==> src/rtl/axi_pkg.sv <==
// Shared AXI definitions for the single-beat SRAM slave: default widths,
// response codes and the controller state encoding.
package axi_pkg;

    localparam int AXI_IDW = 4;
    localparam int AXI_AW  = 32;
    localparam int AXI_DW  = 32;
    localparam int AXI_SW  = AXI_DW / 8;

    localparam logic [1:0] RESP_OKAY = 2'b00;

    typedef enum logic [2:0] {
        IDLE    = 3'd0,
        RD_MEM  = 3'd1,
        RD_WAIT = 3'd2,
        RD_RESP = 3'd3,
        WR_DATA = 3'd4,
        WR_WAIT = 3'd5,
        WR_RESP = 3'd6
    } axi_state_t;

endpackage

==> src/rtl/axi_sram_slave.sv <==
// Single-beat AXI slave in front of an external synchronous SRAM.
// One transaction in flight at a time; writes win over reads in IDLE.
// Optional macro AXI_SLV_DELAY_EN inserts RESP_DELAY extra cycles before
// rvalid/bvalid; without it the wait states and counter do not exist.
module axi_sram_slave
    import axi_pkg::*;
#(
    parameter int MEM_AW     = 16,
    parameter int RESP_DELAY = 2
) (
    input  logic                clk,
    input  logic                resetn,
    // read address
    input  logic [AXI_IDW-1:0]  arid,
    input  logic [AXI_AW-1:0]   araddr,
    input  logic [7:0]          arlen,
    input  logic [2:0]          arsize,
    input  logic [1:0]          arburst,
    input  logic                arvalid,
    output logic                arready,
    // read data
    output logic [AXI_IDW-1:0]  rid,
    output logic [AXI_DW-1:0]   rdata,
    output logic [1:0]          rresp,
    output logic                rlast,
    output logic                rvalid,
    input  logic                rready,
    // write address
    input  logic [AXI_IDW-1:0]  awid,
    input  logic [AXI_AW-1:0]   awaddr,
    input  logic [7:0]          awlen,
    input  logic [2:0]          awsize,
    input  logic [1:0]          awburst,
    input  logic                awvalid,
    output logic                awready,
    // write data
    input  logic [AXI_IDW-1:0]  wid,
    input  logic [AXI_DW-1:0]   wdata,
    input  logic [AXI_SW-1:0]   wstrb,
    input  logic                wlast,
    input  logic                wvalid,
    output logic                wready,
    // write response
    output logic [AXI_IDW-1:0]  bid,
    output logic [1:0]          bresp,
    output logic                bvalid,
    input  logic                bready,
    // SRAM port
    output logic                ram_en,
    output logic [AXI_SW-1:0]   ram_wen,
    output logic [MEM_AW-1:0]   ram_addr,
    output logic [AXI_DW-1:0]   ram_wdata,
    input  logic [AXI_DW-1:0]   ram_rdata
);

    axi_state_t          r_state;
    axi_state_t          w_state_next;
    logic [AXI_IDW-1:0]  r_rid;
    logic [AXI_IDW-1:0]  r_bid;
    logic [MEM_AW-1:0]   r_addr;
    logic [AXI_DW-1:0]   r_rdata;
    logic                w_ar_hs;
    logic                w_aw_hs;
    logic                w_w_hs;

`ifdef AXI_SLV_DELAY_EN
    localparam logic [3:0] DELAY_LOAD = 4'(RESP_DELAY - 1);
    localparam bit         DELAY_NZ   = (RESP_DELAY != 0);
    logic [3:0] r_cnt;
    logic       w_delay_nz;
    assign w_delay_nz = DELAY_NZ;
`endif

    // Burst/size/id-of-W fields are ignored: every transfer is one beat.
    logic w_unused;
    assign w_unused = ^{arlen, arsize, arburst, awlen, awsize, awburst,
                        wid, wlast, araddr, awaddr
`ifndef AXI_SLV_DELAY_EN
                        , 4'(RESP_DELAY)
`endif
                        };

    // Next-state and SRAM/handshake decode; everything is held quiet in reset.
    always_comb begin
        w_state_next = r_state;
        awready      = 1'b0;
        arready      = 1'b0;
        wready       = 1'b0;
        ram_en       = 1'b0;
        ram_wen      = '0;
        ram_addr     = r_addr;
        ram_wdata    = wdata;
        w_ar_hs      = 1'b0;
        w_aw_hs      = 1'b0;
        w_w_hs       = 1'b0;
        if (!resetn) begin
            w_state_next = IDLE;
        end else begin
            case (r_state)
                IDLE: begin
                    awready = 1'b1;
                    arready = !awvalid;
                    if (awvalid) begin
                        w_aw_hs      = 1'b1;
                        w_state_next = WR_DATA;
                    end else if (arvalid) begin
                        w_ar_hs      = 1'b1;
                        ram_en       = 1'b1;
                        ram_addr     = araddr[MEM_AW+1:2];
                        w_state_next = RD_MEM;
                    end
                end
                RD_MEM: begin
`ifdef AXI_SLV_DELAY_EN
                    w_state_next = w_delay_nz ? RD_WAIT : RD_RESP;
`else
                    w_state_next = RD_RESP;
`endif
                end
`ifdef AXI_SLV_DELAY_EN
                RD_WAIT: if (r_cnt == 4'd0) w_state_next = RD_RESP;
                WR_WAIT: if (r_cnt == 4'd0) w_state_next = WR_RESP;
`endif
                RD_RESP: if (rready) w_state_next = IDLE;
                WR_DATA: begin
                    wready = 1'b1;
                    if (wvalid) begin
                        w_w_hs  = 1'b1;
                        ram_en  = 1'b1;
                        ram_wen = wstrb;
`ifdef AXI_SLV_DELAY_EN
                        w_state_next = w_delay_nz ? WR_WAIT : WR_RESP;
`else
                        w_state_next = WR_RESP;
`endif
                    end
                end
                WR_RESP: if (bready) w_state_next = IDLE;
                default: w_state_next = IDLE;
            endcase
        end
    end

    // State register plus captured ids, address and read data.
    always_ff @(posedge clk) begin
        if (!resetn) begin
            r_state <= IDLE;
            r_rid   <= '0;
            r_bid   <= '0;
            r_addr  <= '0;
            r_rdata <= '0;
        end else begin
            r_state <= w_state_next;
            if (w_ar_hs) r_rid <= arid;
            if (w_aw_hs) begin
                r_bid  <= awid;
                r_addr <= awaddr[MEM_AW+1:2];
            end
            if (r_state == RD_MEM) r_rdata <= ram_rdata;
        end
    end

`ifdef AXI_SLV_DELAY_EN
    // Response delay counter: loaded as the wait begins, counts to zero.
    always_ff @(posedge clk) begin
        if (!resetn) begin
            r_cnt <= '0;
        end else if (r_state == RD_MEM || w_w_hs) begin
            r_cnt <= DELAY_LOAD;
        end else if (r_cnt != 4'd0) begin
            r_cnt <= r_cnt - 4'd1;
        end
    end
`endif

    assign rvalid = resetn && (r_state == RD_RESP);
    assign bvalid = resetn && (r_state == WR_RESP);
    assign rid    = r_rid;
    assign bid    = r_bid;
    assign rdata  = r_rdata;
    assign rresp  = RESP_OKAY;
    assign bresp  = RESP_OKAY;
    assign rlast  = 1'b1;

endmodule

==> config.mk <==
export PLATFORM = sky130hd
export DESIGN_NAME = axi_sram_slave
export DESIGN_NICKNAME = d
export VERILOG_FILES = /design/src/rtl/axi_pkg.sv /design/src/rtl/axi_sram_slave.sv
export SDC_FILE = /design/constraint.sdc
export NUM_CORES = 1
export LEC_CHECK = 0
export CELL_PAD_IN_SITES_DETAIL_PLACEMENT = 1
export CELL_PAD_IN_SITES_GLOBAL_PLACEMENT = 1
export CORE_AREA = 2 2 124 126
export DETAILED_ROUTE_END_ITERATION = 8
export DIE_AREA = 0 0 126 128
export GPL_TIMING_DRIVEN = 0
export HOLD_SLACK_MARGIN = 0.1
export PLACE_DENSITY_LB_ADDON = 0.1
export SLEW_MARGIN = 0
export SYNTH_ARGS = -nofsm -noshare
export SYNTH_HDL_FRONTEND = slang
export SYNTH_SLANG_ARGS = --single-unit
==> constraint.sdc <==
create_clock -name clk -period 1.9 [get_ports clk]
set_input_delay 0.38 -clock clk [delete_from_list [all_inputs] [get_ports clk]]
set_output_delay 0.38 -clock clk [all_outputs]
set_load 0.01 [all_outputs]
; Word-level counts from Yosys, hierarchy flattened
; Cells that the tools add are included.
[classes]
n_eq_ne = 8
n_mux = 29
reduce_logical = 5
[ops]
columns = op, n
row1 = $mux 16, 4
row2 = $mux 1, 15
row3 = $mux 3, 5
row4 = $pmux 3 s5, 1
row5 = $mux 4, 3
row6 = $eq 3x3->1 const B, 2
row7 = $ne 2x2->1 const B, 3
row8 = $reduce_and 4->1, 1
row9 = $eq 3x1->1 const B, 1
row10 = $eq 3x2->1 const B, 1
row11 = $logic_not 3->1, 1
row12 = $ne 3x3->1 const B, 1
row13 = $logic_and 1x1->1, 2
row14 = $pmux 1 s2, 1
row15 = $logic_not 1->1, 1
[totals]
register_bits = 59
inputBits = 178
output_inout_bits = 103
wordCells = 47

; Depth between registers and ports, before layout
[logic_depth]
word_depth = 4
mapped_depth = 6

; Least setup slack after synthesis
; OpenSTA, ideal clock, no wires.
[synth_path]
path_kind = input to output
start = input port resetn
end = output port ram_addr[0]
arrival_time_ns = 1.480
required_time_ns = 1.520
slack_ns = 0.040
cell_stages = 5
path_cell_list = buf_2 > nor4b_4 > and2b_1 > buf_4 > mux2_2
[synth_via]
elab_chain_cells = 1
[synth_rtl]
columns = element, line
row1 = "start, declared", axi_sram_slave.sv:12  ; input logic resetn,
row2 = $mux 16, axi_sram_slave.sv:96  ; if (!resetn) begin
row3 = "end, declared", axi_sram_slave.sv:51  ; output logic [MEM_AW-1:0] ram_addr,
; Every way passes these cells.

; Worst setup path after layout
[layout_path]
start = register r_state[2]
end = output port ram_addr[15]
[layout_via]
elab_chain_cells = 3
[layout_rtl]
columns = element, line
row1 = "start, declared", axi_sram_slave.sv:56  ; axi_state_t r_state;
row2 = "start signal, assigned", axi_sram_slave.sv:153  ; r_state <= w_state_next;
row3 = $logic_not 3->1, axi_sram_slave.sv:99  ; case (r_state)
row4 = $mux 16, axi_sram_slave.sv:99
row5 = $mux 16, axi_sram_slave.sv:96
; Every way passes these cells.

==> metrics.cfg <==
[cells_and_area]
nets=711
layout-drive-gt1-share_pct=22.9
final_common_cell=clkdlybuf4s50_1
mostFrequentLayoutCells=clkdlybuf4s50_1, nand2_1, dfxtp_1
syn_to_final_growth_pct=90.6

[power_and_ir_drop]
switching_share_pct=23.6
power-per-cell-area_nw_per_um2=755
clkPwrFrac_pct=44.6
power.internal_mw=3.06
seqPwrFrac_pct=33.9
power_mw=4.00
combPwrFrac_pct=21.5
power_leakage_nw=2.08
netSwitchingPower_uw=946
ir_drop_uv=400

[drt]
first_pass_iters=4
drt_iter0_drc=79
drc_errors=0
antenna_left=0
num_vias=2938
routed_wl_um=10300
wl_per_cell_um=14.2
vias_per_cell=4.04

[placement]
hpwl_um=7830
place.port_buffers=179
place_ws_ns=-0.951
gp_congestion=0.679

[grt]
grt_use_total_pct=12.8
grt_antenna_before_repair=0
overflow=0
grt_pass1_wl_um=16300
grt_max_degree=11
grt_pass1_vias=3146

[yosys]
ys_seq_area_share_pct=42.5
syn-instance-count=332
synth_seq_cells=59
avgSynthCellArea_um2=8.37
yosys_warnings=0
syn_area_um2=2780
ys_types=27

[critical_path]
worst_ep_arrival_time_ns=1.84
path_max_fanout=5
worst-path-buf-inv=3
required_ns=1.52
cp_slowest_cell=dfxtp_2
worst_setup_path_start_kind=flip-flop
critPathCaptureType=output pin
critPathTopFamily=simple AND/OR/NAND/NOR gates
crit_type=flip-flop to output pin
slowest_delay_ns=0.33
critPathMostFrequentCell=buf_6
path_cells=nor4b_4 -> and2b_2 -> buf_6 -> buf_6 -> mux2_4 -> buf_6

[timing]
period_minus_slack_ns=2.22
fin_ws_ns=-0.319
grt_setup_unrepaired=true
setup_viol=16
slew_violations=0
fmax_mhz=451
period_share_pct=117
hold_violations=0
skew_ns=0.00314

[floorplan]
dieArea_um2=16100
start_util_pct=18.7
io_pins=281
row_count=45
die_h_um=128
die_x_um=126
fp.coreArea_um2=14900

[cts]
ctsHoldBuffers=0
cts_sinks=59
clkTransAtPathRegs_ns=0.05
htreeDepth=3
cts_tree=built
clockBufferDepth=2
clk_latency_ns=0.32
root_buffer=clkbuf_16
cts_made_buffers=9

[worst_hold_path]
hold_class=flip-flop to flip-flop

[flow_run]
drv_cap=0

[run_status]
violations=setup timing
outcome=finished, violations left

through the flow:
| stage | area, um^2 | utilization, % | setup TNS (ns) | hold WS [ns] | cells |
|---|---|---|---|---|---|
| floorplan | 2790 | - | 0 | 0.433 | 335 |
| global placement | 4820 | 32.4 | -18.79 | 0.442 | 702 |
| detailed placement | 4820 | 32.4 | -19.40 | 0.450 | 702 |
| CTS | 5310 | 35.7 | -5.06 | 0.458 | 726 |
| global route | 5300 | 35.6 | -6.17 | 0.471 | 726 |
| finish | 5300 | 35.6 | -4.66 | 0.452 | 727 |
what timing repair did:
action / CTS / global route
cloned: 1 / 0
resized for setup: 139 / 7
endpoints found under the setup margin: 26 / 21
endpoints found under the hold margin: 0 / 0
setup buffers: 8 / 0
pin swaps: 4 / 2
cell families (layout without fill, tap and decap cells):
kind of cell	count (synthesis)	after routing	synth area share, %
multiplexers	16	16	6.48
buffers and inverters	62	265	14.0
AND/OR/NAND/NOR	132	132	21.8
flip-flops	59	59	42.5
AO/OA/AOI/OAI	61	61	14.9
other	2	6	0.270
worst paths after layout:
check	depth (start not counted)	end	start	slack [ns]
max	6	ram_addr[15]	r_state[2]	-0.32
min reg2reg	2	rdata[27]	rdata[27]	0.45
min	2	rdata[27]	rdata[27]	0.45
max reg2reg	5	rdata[26]	r_state[0]	0.24
sequential cells by signal (all words and copies together) (netlist names):
register,cells
rdata,32
r_state,3
r_addr,16
bid,4
rid,4
metal layers:
| metal | track usage [%] | part of all wire [%] | up-vias |
|---|---|---|---|
| met2 | 21.8 | 49 | 115 |
| met5 | 0 | 0 | - |
| met1 | 15.0 | 41 | 1351 |
| li1 | - | - | 1459 |
| met4 | 5.37 | 2.1 | 0 |
| met3 | 4.05 | 7.8 | 13 |
synth_stat cells:
cell	count	area, um^2
nand2_1	87	327
dfxtp_1	59	1180
buf_4	39	293
o21ai_0	21	105
nand3_1	20	100
a21boi_1	17	128
mux2_2	16	180
a21boi_0	15	113
clkbuf_1	14	52.6
buf_2	9	45.0
and2_1	5	31.3
a32o_1	4	40.0
nor2_1	4	15.0
nand2b_1	3	18.8
nor3b_1	3	22.5
conb_1	2	7.51
nor2b_1	2	12.5
nor3_1	2	10.0
o21a_1	2	15.0
a21bo_2	1	10.0
a21oi_1	1	5.00
and2b_1	1	7.51
and3b_1	1	8.76
nor3b_2	1	12.5
nor4b_4	1	23.8
or3b_1	1	8.76
or4_1	1	7.51
power groups by stage:
| stage | clock network [mW] | registers, mW | logic (mW) |
|---|---|---|---|
| floorplan | 0 | 1.39 | 0.329 |
| global placement | 0 | 1.38 | 0.815 |
| detailed placement | 0 | 1.38 | 0.824 |
| CTS | 1.85 | 1.36 | 0.881 |
| global route | 1.89 | 1.37 | 0.938 |
| finish | 1.79 | 1.36 | 0.861 |
tightest hold or removal path, delay by kind of cell, from the launching register on:
family	cells	cell delay, ns
flip-flops	1	0.30
AO/OA/AOI/OAI	1	0.05
AND/OR/NAND/NOR	1	0.05
area by class of cell:
cell class,count,area (um^2)
diodes,1,2.50
plain buffers,61,432
clock buffers,11,253
clock inverters,5,75.1
fillers,1744,9570
multi-input cells,214,1280
flip-flops and latches,59,1190
well taps,188,235
repair buffers,188,1830
Note: power is estimated with default switching activity, not from simulation.
